**config.mk**
```make
export PLATFORM = sky130hd
export DESIGN_NAME = elevator_scheduler
export DESIGN_NICKNAME = d
export VERILOG_FILES = /design/src/rtl/elevator_scheduler.sv
export SDC_FILE = /design/constraint.sdc
export NUM_CORES = 1
export LEC_CHECK = 0
export BUFFER_PORTS_ARGS = -buffer_cell sky130_fd_sc_hd__buf_2
export CAP_MARGIN = 20
export CORE_ASPECT_RATIO = 0.7
export CORE_MARGIN = 8
export CORE_UTILIZATION = 55
export DETAILED_ROUTE_END_ITERATION = 7
export PLACE_DENSITY_LB_ADDON = 0.2
export SLEW_MARGIN = 5
export SYNTH_ARGS = -nofsm -noshare
export SYNTH_HDL_FRONTEND = slang
export SYNTH_SLANG_ARGS = --single-unit
export TNS_END_PERCENT = 100
```
**constraint.sdc**
```tcl
create_clock -name clk -period 6.6 [get_ports clk]
set_clock_uncertainty 0.15 [all_clocks]
set_input_delay 0.99 -clock clk [delete_from_list [all_inputs] [get_ports clk]]
set_output_delay 0.99 -clock clk [all_outputs]
set_load 0.01 [all_outputs]
```
**src/rtl/elevator_scheduler.sv**
```systemverilog
// Single-car collective (SCAN) scheduler: latches car and hall calls, sequences
// floor-by-floor moves and times the door dwell. All outputs decode from registers.
module elevator_scheduler #(
  parameter int unsigned FLOORS        = 6,
  parameter int unsigned TRAVEL_CYCLES = 4,
  parameter int unsigned DOOR_CYCLES   = 8
) (
  input  logic              clk,
  input  logic              reset,
  input  logic [FLOORS-1:0] btn_num_in,
  input  logic [FLOORS-1:0] btn_up_out,
  input  logic [FLOORS-1:0] btn_down_out,
  input  logic              open_btn,
  input  logic              close_btn,
  output logic              engine_up,
  output logic              engine_down,
  output logic              door,
  output logic [FLOORS-1:0] level_display,
  output logic [FLOORS-1:0] pending
);

  localparam int unsigned FW = $clog2(FLOORS);
  localparam int unsigned TW = $clog2(TRAVEL_CYCLES + 1);
  localparam int unsigned DW = $clog2(DOOR_CYCLES + 1);
  localparam logic DirUp = 1'b1;

  typedef enum logic [1:0] {StIdle, StMove, StDoor} state_e;

  state_e            state_q, state_d;
  logic [FW-1:0]     floor_q, floor_d;
  logic              dir_q, dir_d;
  logic [TW-1:0]     travel_q, travel_d;
  logic [DW-1:0]     dwell_q, dwell_d;
  logic [FLOORS-1:0] car_q, car_d;
  logic [FLOORS-1:0] up_q, up_d;
  logic [FLOORS-1:0] down_q, down_d;

  logic [FLOORS-1:0] req_all;
  logic [FW-1:0]     next_floor;
  logic              ahead, behind, press_here, at_end, stop_next, last_travel;

  // Any set bit strictly above (up=1) or strictly below (up=0) position pos.
  function automatic logic any_beyond(input logic [FLOORS-1:0] req, input logic [FW-1:0] pos,
                                      input logic up);
    logic hit;
    hit = 1'b0;
    for (int i = 0; i < int'(FLOORS); i++) begin
      if (req[i] && (up ? (i > int'(pos)) : (i < int'(pos)))) hit = 1'b1;
    end
    return hit;
  endfunction

  assign req_all     = car_q | up_q | down_q;
  assign next_floor  = (dir_q == DirUp) ? floor_q + FW'(1) : floor_q - FW'(1);
  assign ahead       = any_beyond(req_all, floor_q, dir_q);
  assign behind      = any_beyond(req_all, floor_q, ~dir_q);
  assign press_here  = btn_num_in[floor_q] | btn_up_out[floor_q] | btn_down_out[floor_q];
  assign last_travel = (travel_q == TW'(TRAVEL_CYCLES - 1));
  // The shaft ends always stop; a furthest pending call normally guarantees this already.
  assign at_end      = (dir_q == DirUp) ? (next_floor == FW'(FLOORS - 1)) : (next_floor == '0);
  assign stop_next   = car_q[next_floor]
                     | ((dir_q == DirUp) ? up_q[next_floor] : down_q[next_floor])
                     | (~any_beyond(req_all, next_floor, dir_q) & req_all[next_floor])
                     | at_end;

  always_comb begin
    state_d  = state_q;
    floor_d  = floor_q;
    dir_d    = dir_q;
    travel_d = travel_q;
    dwell_d  = dwell_q;

    unique case (state_q)
      StIdle: begin
        if (req_all[floor_q] || open_btn) begin
          state_d = StDoor;
          dwell_d = DW'(DOOR_CYCLES);
        end else if (ahead) begin
          state_d  = StMove;
          travel_d = '0;
        end else if (behind) begin
          dir_d    = ~dir_q;
          state_d  = StMove;
          travel_d = '0;
        end
      end
      StMove: begin
        if (last_travel) begin
          floor_d  = next_floor;
          travel_d = '0;
          if (stop_next) begin
            state_d = StDoor;
            dwell_d = DW'(DOOR_CYCLES);
          end
        end else begin
          travel_d = travel_q + TW'(1);
        end
      end
      StDoor: begin
        // Open wins over close; a call at this floor also holds the door.
        if (press_here || open_btn) begin
          dwell_d = DW'(DOOR_CYCLES);
        end else if (close_btn || dwell_q == DW'(1)) begin
          state_d = StIdle;
          dwell_d = '0;
        end else begin
          dwell_d = dwell_q - DW'(1);
        end
      end
      default: state_d = StIdle;
    endcase

    car_d  = car_q | btn_num_in;
    up_d   = up_q | btn_up_out;
    down_d = down_q | btn_down_out;
    // Serving a floor clears its calls, overriding a press in the same cycle.
    if (state_d == StDoor) begin
      car_d[floor_d]  = 1'b0;
      up_d[floor_d]   = 1'b0;
      down_d[floor_d] = 1'b0;
    end
  end

  always_ff @(posedge clk) begin
    if (reset) begin
      state_q  <= StIdle;
      floor_q  <= '0;
      dir_q    <= DirUp;
      travel_q <= '0;
      dwell_q  <= '0;
      car_q    <= '0;
      up_q     <= '0;
      down_q   <= '0;
    end else begin
      state_q  <= state_d;
      floor_q  <= floor_d;
      dir_q    <= dir_d;
      travel_q <= travel_d;
      dwell_q  <= dwell_d;
      car_q    <= car_d;
      up_q     <= up_d;
      down_q   <= down_d;
    end
  end

  assign engine_up     = (state_q == StMove) && (dir_q == DirUp);
  assign engine_down   = (state_q == StMove) && (dir_q != DirUp);
  assign door          = (state_q == StDoor);
  assign level_display = {{(FLOORS-1){1'b0}}, 1'b1} << floor_q;
  assign pending       = req_all;

endmodule

```
==> flow_summary_export.csv <==
group,metric,value,unit
yosys,synth-async-reset-ratio,0,
grt,globalRouteOverflowTotal,0,
yosys,synth_cell_types,64,
route,firstDrtPassIters,5,
critical_path,worstRegToRegCells,10,
pwr,max-vdd-ir-drop,0.000128,V
min_path,min_path_type,"reg2reg",
grt,grt.total_usage,0.182,
clock_network,numCtsBuffers,5,
clock_network,cts.root.buffer_cell,"clkbuf_8",
critical_path,critPathKind,"reg2reg",
place,gp_congestion,0.967,
grt,grt_first_pass_wirelength,9.78,mm
layout,diodes,0,
sta,tns,0,ns
floorplanning,dieHeight,70.1,um
critical_path,critPathSlowestCell,"dfxtp_1",
layout,drive_gt1_frac,0.211,
floorplanning,initial_core_util,0.580,
layout,syn_to_final_growth,10.6,%
route,post_drt_wl_per_cell,17.0,um
sta,whs,0.320,ns
yosys,syn_avg_cell_area,8.56,sq um
place,io_buffers,36,
clock_network,ctsHoldBuffers,0,
yosys,seq_area_frac_synth,0.269,
grt,antenna_found_initial,0,
route,drt_iter0_markers,253,
critical_path,cp.depth,10,
critical_path,startpoint,"floor_q[0]",
grt,grt_pass1_vias,1981,
yosys,synth_top_cell_by_area,"dfxtp_1",
clock_network,cts_setup_buffers,0,
yosys,synth_flop_cell,"dfxtp_1",
layout,multi_input_area,1530,sq um
critical_path,r2r-end,"car_q[3]",
place,dpl_cell_area,2460,sq um
clock_network,htreeDepth,2,
clock_network,cts.reportedPaths.clkPinSlew,0.06,ns
clock_network,cts-resized-gates,0,
route,vias_per_cell,6.36,
grt,grt_max_degree,33,
floorplanning,fp.dieW,93.4,um
floorplanning,dieArea,6550,sq um
critical_path,cp.arrival,3.83,ns
critical_path,crit_path_max_incr_delay,0.76,ns
yosys,yosys_warnings,0,
clock_network,clockBufferDepth,2,
yosys,synth_cells,269,
layout,final-seq-area,621,sq um
sta,fmax,0.259,GHz
critical_path,r2r-start,"floor_q[0]",
floorplanning,core,3970,sq um
critical_path,end_kind,"register",
pwr,p_leak,0.986,nW
place,dp_hpwl,4.44,mm
sta,period_needed,3.86,ns
route,ant_nets,0,
route,vias,2231,
sta,rsz0062_at_grt,"no",
critical_path,cp_top_family,"compound AO/OA/AOI/OAI gates",
pwr,power_density,180,nW/um^2
sta,slew_violations,0,
layout,fill_cells,337,
yosys,yosys.area.top_type_share,0.269,
clock_network,cts_tree,"yes",
min_path,holdPathStages,2,
critical_path,crit_chain,"buf_4, inv_1, ha_1, a21o_2, o21ai_0, a221o_1, a211oi_1, a211oi_2, o22ai_4, a311oi_1",
sta,worstMarginPinSlew,0.858,ns
min_path,hp-start,"travel_q[1]",
sta,finalHoldViolCount,0,
yosys,synth_edf_count,0,
critical_path,critPathRequiredTime,6.58,ns
floorplanning,rows,19,
min_path,hold_end,"travel_q[1]",
yosys,syn_nets,300,
sta,worst_slack,2.74,ns
sta,post-route-period-util,0.584,
place,pre_cts_ws,2.82,ns
yosys,ys_ff_latch,31,
floorplanning,io-pin-count,37,
clock_network,cts.sinks,31,
layout,design_area,2550,sq um
sta,setup_viol,0,
flow_run,drv_cap,0,
route,drt-total-wl,5.98,mm
yosys,synth_area_leaders,"dfxtp_1 (27%), a311oi_1 (7.2%), nor2_1 (6.0%)",
layout,final_nets,330,
route,drc,0,
critical_path,critPathLaunchType,"register",
critical_path,cp_num_buf_inv,2,
critical_path,cp_max_fo,19,
run_status,outcome,"finished, final reports clean",
critical_path,ff2ff_setup_slack,2.74,ns
yosys,syn_area,2300,sq um
clock_network,clk_latency,0.28,ns
sta,relSlewSlack,0.427,
## worst register-to-register path, delay by kind of cell (launching register included)
kind / cells / cell delay [ns]
buffers and inverters: 2 / 0.52
adders and majority gates: 1 / 0.57
AOI/OAI and AO/OA: 7 / 1.72
DFF: 1 / 0.76
## sequential cells by signal, indices dropped and copies added (netlist names)
name,count
floor_q,3
car_q,6
up_q,6
travel_q,3
state_q,2
down_q,6
dir_q,1
dwell_q,4
## per-stage QoR
stage,cells,utilization,power (mW)
floorplan,269,-,0.281
global placement,344,0.620,0.309
detailed placement,344,0.620,0.310
CTS,351,0.642,0.459
global route,351,0.642,0.481
finish,351,0.642,0.458
## report_power, final
part / internal (mW) / switching [mW]
clock network: 0.0817 / 0.0684
logic: 0.0377 / 0.0553
registers: 0.200 / 0.0148
## kinds of logic after synthesis
kind of cell               Yosys count  share of synthesized area
muxes                               10                     0.0592
adders and majority gates            9                     0.0489
and+or+nand+nor                     96                      0.222
buffers and inverters               29                     0.0674
DFF                                 31                      0.269
xor gates and xnor gates             6                     0.0342
AOI/OAI and AO/OA                   88                      0.299
## cell type report
| type | instances | share of cell area |
|---|---|---|
| Multi-Input combinational cell | 209 | 0.599 |
| Tap cell | 52 | 0.0255 |
| Inverter | 14 | 0.0206 |
| Clock buffer | 6 | 0.0324 |
| Clock inverter | 1 | 0.00196 |
| Timing Repair Buffer | 38 | 0.0766 |
| Sequential cell | 31 | 0.243 |
## cell usage after synthesis, types with 3 or more instances
master / number
a211oi_1: 5
a21oi_1: 11
a22oi_1: 3
a311oi_1: 19
a31oi_1: 7
buf_2: 7
buf_6: 3
clkbuf_1: 3
dfxtp_1: 31
ha_1: 9
inv_1: 13
mux2_2: 3
mux2i_1: 5
nand2_1: 7
nand2b_1: 9
nand3_1: 4
nor2_1: 37
nor2b_1: 9
nor3_1: 9
nor3_2: 3
nor4_1: 5
nor4b_1: 3
o21ai_0: 9
o22ai_1: 4
o31ai_1: 4
xnor2_1: 3
## worst max path at each step
| stage | endpoint | slack [ns] |
|---|---|---|
| after global routing | down_q[3] | 2.48 |
| after CTS | car_q[3] | 2.79 |
| after detailed placement | car_q[3] | 2.82 |
| after global placement | up_q[1] | 2.89 |
| final | car_q[3] | 2.74 |
| after floorplan | car_q[4] | 3.74 |
## routing by layer
layer  up-vias  routed length, um  GRT usage
li1       1091                  -          -
met1      1053               2930      0.258
met2        81               2660      0.261
met3         6                347     0.0438
met4         0                 46     0.0516
met5         -                  0          0
## placed cells by master (no fill, tap or decap), types with 2 or more instances in the layout
cell type  instances
inv_1             13
nor4b_1            3
nor2_1            37
nand2_1            7
mux4_1             2
a31oi_1            7
a211oi_1           5
mux2i_1            5
mux2_2             3
nor4_1             5
a21oi_1           11
clkbuf_8           6
dfxtp_1           31
o22ai_1            4
nor2b_1            9
a22oi_1            3
a21o_1             2
xnor2_1            3
o21ai_1            2
and2_1             2
buf_2             36
o21ai_0            9
a211o_1            2
a311oi_1          19
nor3_2             3
or3_1              2
ha_1               9
o31ai_1            4
nand2b_1           9
buf_4              2
nand3_1            4
nor3_1             9
Note: power is estimated with default switching activity, not from simulation.
